===== config.mk =====
export PLATFORM = sky130hd
export DESIGN_NAME = morse_encoder
export DESIGN_NICKNAME = d
export VERILOG_FILES = /design/src/rtl/morse_encoder.sv
export SDC_FILE = /design/constraint.sdc
export NUM_CORES = 1
export LEC_CHECK = 0
export CAP_MARGIN = 20
export CORE_MARGIN = 2
export CORE_UTILIZATION = 45
export CTS_CLUSTER_DIAMETER = 150
export DETAILED_ROUTE_END_ITERATION = 7
export GPL_ROUTABILITY_DRIVEN = 0
export PLACE_DENSITY_LB_ADDON = 0.3
export SYNTH_ARGS = -nofsm -noshare
export SYNTH_HDL_FRONTEND = slang
export SYNTH_SLANG_ARGS = --single-unit

===== constraint.sdc =====
create_clock -name clk_100Mhz -period 2.5 [get_ports clk_100Mhz]
set_input_delay 0.25 -clock clk_100Mhz [delete_from_list [all_inputs] [get_ports clk_100Mhz]]
set_output_delay 0.25 -clock clk_100Mhz [all_outputs]
set_load 0.05 [all_outputs]

===== src/rtl/morse_encoder.sv =====
// rtl/morse_encoder.sv - Morse transmitter: one ASCII char per handshake, timed key_out pattern
// Letters, digits and space; lowercase folded to uppercase; other bytes flagged on err and dropped.
module morse_encoder #(
    parameter int UNIT_TICKS = 10_000_000
) (
    input  logic       clk_100Mhz,
    input  logic       reset,
    input  logic [7:0] char_in,
    input  logic       char_valid,
    output logic       char_ready,
    output logic       key_out,
    output logic       busy,
    output logic       err
);

    localparam int TW = $clog2(UNIT_TICKS + 1);
    localparam logic [TW-1:0] TICK_LAST = TW'(UNIT_TICKS - 1);

    typedef enum logic [2:0] {IDLE, MARK, ELEM_GAP, CHAR_GAP, WORD_GAP} state_t;

    // {supported, space, len[2:0], pattern[4:0]}; pattern left-aligned, MSB first, 1 = dash
    function automatic logic [9:0] encode(input logic [7:0] c);
        logic [7:0] u;
        u = c;
        if (c >= 8'h61 && c <= 8'h7A) u = c - 8'h20;
        encode = 10'b0;
        case (u)
            8'h20: encode = {2'b11, 3'd0, 5'b00000};
            "A": encode = {2'b10, 3'd2, 5'b01000};
            "B": encode = {2'b10, 3'd4, 5'b10000};
            "C": encode = {2'b10, 3'd4, 5'b10100};
            "D": encode = {2'b10, 3'd3, 5'b10000};
            "E": encode = {2'b10, 3'd1, 5'b00000};
            "F": encode = {2'b10, 3'd4, 5'b00100};
            "G": encode = {2'b10, 3'd3, 5'b11000};
            "H": encode = {2'b10, 3'd4, 5'b00000};
            "I": encode = {2'b10, 3'd2, 5'b00000};
            "J": encode = {2'b10, 3'd4, 5'b01110};
            "K": encode = {2'b10, 3'd3, 5'b10100};
            "L": encode = {2'b10, 3'd4, 5'b01000};
            "M": encode = {2'b10, 3'd2, 5'b11000};
            "N": encode = {2'b10, 3'd2, 5'b10000};
            "O": encode = {2'b10, 3'd3, 5'b11100};
            "P": encode = {2'b10, 3'd4, 5'b01100};
            "Q": encode = {2'b10, 3'd4, 5'b11010};
            "R": encode = {2'b10, 3'd3, 5'b01000};
            "S": encode = {2'b10, 3'd3, 5'b00000};
            "T": encode = {2'b10, 3'd1, 5'b10000};
            "U": encode = {2'b10, 3'd3, 5'b00100};
            "V": encode = {2'b10, 3'd4, 5'b00010};
            "W": encode = {2'b10, 3'd3, 5'b01100};
            "X": encode = {2'b10, 3'd4, 5'b10010};
            "Y": encode = {2'b10, 3'd4, 5'b10110};
            "Z": encode = {2'b10, 3'd4, 5'b11000};
            "0": encode = {2'b10, 3'd5, 5'b11111};
            "1": encode = {2'b10, 3'd5, 5'b01111};
            "2": encode = {2'b10, 3'd5, 5'b00111};
            "3": encode = {2'b10, 3'd5, 5'b00011};
            "4": encode = {2'b10, 3'd5, 5'b00001};
            "5": encode = {2'b10, 3'd5, 5'b00000};
            "6": encode = {2'b10, 3'd5, 5'b10000};
            "7": encode = {2'b10, 3'd5, 5'b11000};
            "8": encode = {2'b10, 3'd5, 5'b11100};
            "9": encode = {2'b10, 3'd5, 5'b11110};
            default: encode = 10'b0;
        endcase
    endfunction

    state_t          state_q, state_d;
    logic [TW-1:0]   tick_q, tick_d;
    logic [2:0]      unit_q, unit_d;
    logic [2:0]      elem_q, elem_d;
    logic [2:0]      len_q, len_d;
    logic [4:0]      pat_q, pat_d;
    logic            key_q, key_d;
    logic            ready_q, ready_d;
    logic            err_q, err_d;

    logic [9:0]      enc;
    logic [2:0]      unit_last;
    logic            cur_dash;
    logic            unit_done;

    always_ff @(posedge clk_100Mhz) begin
        if (reset) begin
            state_q <= IDLE;
            tick_q  <= '0;
            unit_q  <= '0;
            elem_q  <= '0;
            len_q   <= '0;
            pat_q   <= '0;
            key_q   <= 1'b0;
            ready_q <= 1'b1;
            err_q   <= 1'b0;
        end else begin
            state_q <= state_d;
            tick_q  <= tick_d;
            unit_q  <= unit_d;
            elem_q  <= elem_d;
            len_q   <= len_d;
            pat_q   <= pat_d;
            key_q   <= key_d;
            ready_q <= ready_d;
            err_q   <= err_d;
        end
    end

    always_comb begin
        state_d  = state_q;
        tick_d   = tick_q;
        unit_d   = unit_q;
        elem_d   = elem_q;
        len_d    = len_q;
        pat_d    = pat_q;
        key_d    = key_q;
        ready_d  = ready_q;
        err_d    = 1'b0;
        enc      = encode(char_in);
        cur_dash = pat_q[3'd4 - elem_q];

        // index of the final unit of the current state
        case (state_q)
            MARK:     unit_last = cur_dash ? 3'd2 : 3'd0;
            CHAR_GAP: unit_last = 3'd2;
            WORD_GAP: unit_last = 3'd3;
            default:  unit_last = 3'd0;
        endcase
        unit_done = (tick_q == TICK_LAST) && (unit_q == unit_last);

        if (state_q != IDLE) begin
            if (tick_q == TICK_LAST) begin
                tick_d = '0;
                unit_d = unit_q + 3'd1;
            end else begin
                tick_d = tick_q + 1'b1;
            end
        end

        case (state_q)
            IDLE: begin
                tick_d  = '0;
                unit_d  = '0;
                ready_d = 1'b1;
                if (char_valid && ready_q) begin
                    ready_d = 1'b0;
                    if (!enc[9]) begin
                        err_d = 1'b1;
                    end else if (enc[8]) begin
                        state_d = WORD_GAP;
                    end else begin
                        state_d = MARK;
                        key_d   = 1'b1;
                        len_d   = enc[7:5];
                        pat_d   = enc[4:0];
                        elem_d  = '0;
                    end
                end
            end
            MARK: begin
                if (unit_done) begin
                    tick_d = '0;
                    unit_d = '0;
                    key_d  = 1'b0;
                    if (elem_q == len_q - 3'd1) begin
                        state_d = CHAR_GAP;
                    end else begin
                        state_d = ELEM_GAP;
                        elem_d  = elem_q + 3'd1;
                    end
                end
            end
            ELEM_GAP: begin
                if (unit_done) begin
                    tick_d  = '0;
                    unit_d  = '0;
                    key_d   = 1'b1;
                    state_d = MARK;
                end
            end
            CHAR_GAP, WORD_GAP: begin
                if (unit_done) begin
                    tick_d  = '0;
                    unit_d  = '0;
                    ready_d = 1'b1;
                    state_d = IDLE;
                end
            end
            default: state_d = IDLE;
        endcase
    end

    assign key_out    = key_q;
    assign char_ready = ready_q;
    assign busy       = ~ready_q;
    assign err        = err_q;

endmodule


==> results.py <==
metrics = {
    "timing": {
        "period_share": 0.944,
        "relSlewSlack": 0.486,
        "hold_viol_final": 0,
        "drv_slew": 0,
        "unrepaired_setup_endpoints_after_global_routing": "false",
        "post-route-min-period_ns": 2.36,
        "fmax_mhz": 424,
        "timing.clock.skew_ns": 0.00871,
        "setup_viol": 0,
        "worst_hold_slack_ns": 0.474,
        "worst_pin_slew_ns": 0.761,
    },
    "clocking": {
        "cts_tree": "built",
        "numClockSinks": 44,
        "worstSkewPairLatency_ns": 0.31,
        "hold_buffers": 0,
        "depth_of_the_cts_h_tree": 2,
        "cts_bufs_inserted": 5,
        "clk_transition_reported_paths_ns": 0.09,
        "cts.path.max_buffers": 2,
        "cts_root_buffer": "sky130_fd_sc_hd__clkbuf_8",
    },
    "yosys": {
        "synthesis.area_per_instance_um2": 7.72,
        "synth-seq-cells": 44,
        "synthArstFlopShare": 0,
        "post_synth_inst_count": 384,
        "synthesis.yosys.warnings": 0,
        "synth-main-ff-cell": "sky130_fd_sc_hd__dfxtp_1",
        "syn_nets": 408,
        "number_of_synthesized_flops_with_an_enable_pin": 0,
        "ys_seq_area_frac": 0.297,
        "netlist_area_um2": 2960,
        "synthDistinctLibCells": 55,
    },
    "grt": {
        "globalRoute.totalOverflow": 0,
        "grt_first_pass_wirelength_mm": 12.3,
        "grt_max_degree": 23,
        "grtUsageTotal": 0.207,
        "first_global_vias": 2679,
        "antenna_found_initial": 0,
    },
    "layout": {
        "final_area_um2": 3660,
        "final_net_count": 463,
        "n_antenna_cell": 0,
        "fillCellCount": 564,
        "area_overhead_vs_synth_pct": 23.6,
        "post-route-util": 0.577,
        "layout_cells_sized_above_1": 0.180,
    },
    "critical_path": {
        "endpoint_kind": "register",
        "timing.critical_path.from_type": "register",
        "worst_r2r_startpoint": "elem_q[0]$_SDFFE_PP0P_",
        "worst-setup-path-type": "register to register",
        "crit_fanout": 7,
        "required_ns": 2.69,
        "timing.critical_path.from": "elem_q[0]$_SDFFE_PP0P_",
        "crit_arrival_ns": 2.55,
        "worst_r2r_path_depth": 9,
    },
    "power_and_ir_drop": {
        "p_int_mw": 1.16,
        "total_power_mw": 1.61,
        "p_per_area_nw_per_um2": 439,
        "clock_power_share": 0.355,
        "seq_power_share": 0.444,
        "netSwitchingPower_mw": 0.453,
        "sw_frac_of_total": 0.282,
        "power.leakage_nw": 1.39,
        "vdd.ir_drop.worst_mv": 0.343,
        "power_frac_comb": 0.201,
    },
    "worst_hold_path": {
        "min-delay-path-class": "register to register",
        "min-delay-start": "len_q[2]$_SDFFE_PP0P_",
        "cell_depth_of_the_worst_hold_path": 2,
    },
    "placed_design": {
        "place.detailed.hpwl_mm": 5.51,
        "dpl-instance-area_um2": 3490,
        "port_buffers": 14,
    },
    "floorplanning": {
        "chipHeight_um": 85.1,
        "die_ar_um2": 7250,
        "die_width_um": 85.1,
        "floorplan.initialDensity": 0.467,
        "design.core.area_um2": 6350,
        "core.rowCount": 29,
        "num_io_pins": 15,
    },
    "drt": {
        "drt_first_iter_violations": 170,
        "final_antenna_net_count": 0,
        "via_count": 2918,
        "vias_per_cell": 5.64,
        "routed_wl_mm": 7.34,
        "routedWlPerCell_um": 14.2,
        "firstDrtPassIters": 5,
        "detail_route.drc_violations": 0,
    },
    "job": {
        "max_cap_viol_count": 0,
    },
    "outcome": {
        "run_status": "completed",
    },
}
synth_stat cells (2+ instances only):
| library cell | instances | share of area |
|---|---|---|
| sky130_fd_sc_hd__nor4b_1 | 2 | 0.0059 |
| sky130_fd_sc_hd__or2_2 | 2 | 0.0042 |
| sky130_fd_sc_hd__or3_1 | 6 | 0.013 |
| sky130_fd_sc_hd__o211ai_1 | 8 | 0.020 |
| sky130_fd_sc_hd__a21oi_1 | 21 | 0.035 |
| sky130_fd_sc_hd__and3_1 | 2 | 0.0042 |
| sky130_fd_sc_hd__inv_1 | 21 | 0.027 |
| sky130_fd_sc_hd__ha_1 | 13 | 0.055 |
| sky130_fd_sc_hd__o21ai_1 | 2 | 0.0034 |
| sky130_fd_sc_hd__o21ai_0 | 24 | 0.041 |
| sky130_fd_sc_hd__o22ai_1 | 3 | 0.0063 |
| sky130_fd_sc_hd__nor2b_1 | 6 | 0.013 |
| sky130_fd_sc_hd__o21a_1 | 3 | 0.0076 |
| sky130_fd_sc_hd__nand4_1 | 9 | 0.019 |
| sky130_fd_sc_hd__nand3_1 | 21 | 0.035 |
| sky130_fd_sc_hd__xnor2_1 | 11 | 0.033 |
| sky130_fd_sc_hd__o41ai_1 | 2 | 0.0059 |
| sky130_fd_sc_hd__a211oi_1 | 6 | 0.015 |
| sky130_fd_sc_hd__clkbuf_1 | 13 | 0.016 |
| sky130_fd_sc_hd__o2111ai_1 | 2 | 0.0059 |
| sky130_fd_sc_hd__nand2_1 | 33 | 0.042 |
| sky130_fd_sc_hd__mux2i_1 | 8 | 0.027 |
| sky130_fd_sc_hd__nor2_1 | 50 | 0.063 |
| sky130_fd_sc_hd__a31oi_1 | 4 | 0.0084 |
| sky130_fd_sc_hd__and4_1 | 3 | 0.0089 |
| sky130_fd_sc_hd__and2_1 | 3 | 0.0063 |
| sky130_fd_sc_hd__mux4_2 | 2 | 0.015 |
| sky130_fd_sc_hd__dfxtp_1 | 44 | 0.30 |
| sky130_fd_sc_hd__nor3_1 | 8 | 0.014 |
| sky130_fd_sc_hd__nand2b_1 | 7 | 0.015 |
| sky130_fd_sc_hd__xor2_1 | 15 | 0.044 |
| sky130_fd_sc_hd__buf_1 | 2 | 0.0025 |
| sky130_fd_sc_hd__or4_1 | 4 | 0.010 |
| sky130_fd_sc_hd__nor4_1 | 2 | 0.0042 |
| sky130_fd_sc_hd__nor3b_1 | 2 | 0.0051 |
flip-flops by register name, summed over array words and instances (netlist names):
register    cells
tick_q         24
err             1
elem_q          3
pat_q           5
unit_q          3
char_ready      1
key_out         1
len_q           3
state_q         3
through the flow:
stage | instances | setup TNS [ns] | setup slack [ns]
final | 517 | 0 | 0.141
after global routing | 517 | 0 | 0.00256
after CTS | 515 | 0 | 0.00291
after detailed placement | 506 | -2.65 | -0.359
after global placement | 506 | -1.73 | -0.278
after floorplan | 384 | 0 | 0.0803
what timing repair did:
action,4_1_cts,5_1_grt
endpoints found under the setup margin,2,18
cloned,0,0
setup buffers,1,2
resized for setup,0,11
pin swaps,2,6
kinds of logic (layout without fill, tap and decap cells):
kind of cell / count (synthesis) / count (layout) / share of synthesized area
AND/OR/NAND/NOR: 163 / 163 / 0.273
XOR/XNOR: 27 / 27 / 0.0845
buffers and inverters: 39 / 95 / 0.0524
adder cells (fa/ha/maj): 14 / 14 / 0.0583
flip-flops: 44 / 44 / 0.297
multiplexers: 11 / 11 / 0.0460
AO/OA/AOI/OAI: 86 / 86 / 0.189
power by group through the flow:
stage                     clock network [mW]  logic, mW  registers, mW
after global routing                   0.607      0.353          0.715
final                                  0.571      0.324          0.714
after detailed placement                   0      0.308          0.731
after global placement                     0      0.306          0.731
after CTS                              0.578      0.312          0.715
after floorplan                            0      0.166          0.745
worst max-delay path, cell delays in order, from the launching register on:
cell and delay (ns):
sky130_fd_sc_hd__dfxtp_1 0.34, sky130_fd_sc_hd__inv_1 0.09, sky130_fd_sc_hd__ha_4 0.17, sky130_fd_sc_hd__xnor2_1 0.15
sky130_fd_sc_hd__or4_4 0.51, sky130_fd_sc_hd__a31oi_1 0.24, sky130_fd_sc_hd__o21ai_1 0.14, sky130_fd_sc_hd__maj3_1 0.38
sky130_fd_sc_hd__nand2_2 0.17, sky130_fd_sc_hd__nor2_1 0.07
routing by layer:
layer	vias to the layer above	share of wire	wire, um	track usage
met5	-	0	0	0
met4	0	0.0098	72	0.0404
met3	10	0.049	360	0.0340
met2	75	0.48	3500	0.347
met1	1359	0.46	3400	0.281
li1	1474	-	-	-
worst paths after layout:
path | slack (ns) | end
min reg2reg | 0.47 | len_q[2]$_SDFFE_PP0P_
min | 0.47 | len_q[2]$_SDFFE_PP0P_
max reg2reg | 0.14 | tick_q[0]$_SDFF_PP0_
max | 0.14 | tick_q[0]$_SDFF_PP0_
cell type report:
class | instances | area, um^2 | share of cell area
inverter | 22 | 82.6 | 0.0225
clock buffer | 5 | 68.8 | 0.0188
tap | 77 | 96.3 | 0.0263
clock inverter | 3 | 46.3 | 0.0126
sequential | 44 | 881 | 0.240
multi-input combinational | 301 | 1960 | 0.535
timing repair buffer | 65 | 528 | 0.144
placed cells by master (no fill, tap or decap), types with 3 or more instances in the layout:
cell                              instances
sky130_fd_sc_hd__o21a_1                   3
sky130_fd_sc_hd__nand2b_1                 7
sky130_fd_sc_hd__ha_1                    11
sky130_fd_sc_hd__o211ai_1                 8
sky130_fd_sc_hd__dfxtp_1                 44
sky130_fd_sc_hd__clkdlybuf4s50_1         12
sky130_fd_sc_hd__nand2_1                 31
sky130_fd_sc_hd__buf_4                   51
sky130_fd_sc_hd__xor2_1                  15
sky130_fd_sc_hd__a21oi_1                 20
sky130_fd_sc_hd__nor2_1                  50
sky130_fd_sc_hd__a31oi_1                  4
sky130_fd_sc_hd__or3_1                    6
sky130_fd_sc_hd__a211oi_1                 6
sky130_fd_sc_hd__nor2b_1                  5
sky130_fd_sc_hd__clkbuf_8                 5
sky130_fd_sc_hd__and4_1                   3
sky130_fd_sc_hd__o21ai_0                 24
sky130_fd_sc_hd__mux2i_1                  8
sky130_fd_sc_hd__nand3_1                 21
sky130_fd_sc_hd__nor3_1                   8
sky130_fd_sc_hd__and2_1                   3
sky130_fd_sc_hd__xnor2_1                 11
sky130_fd_sc_hd__nand4_1                  9
sky130_fd_sc_hd__inv_1                   20
sky130_fd_sc_hd__o22ai_1                  3
(Power assumes the default switching activity.)
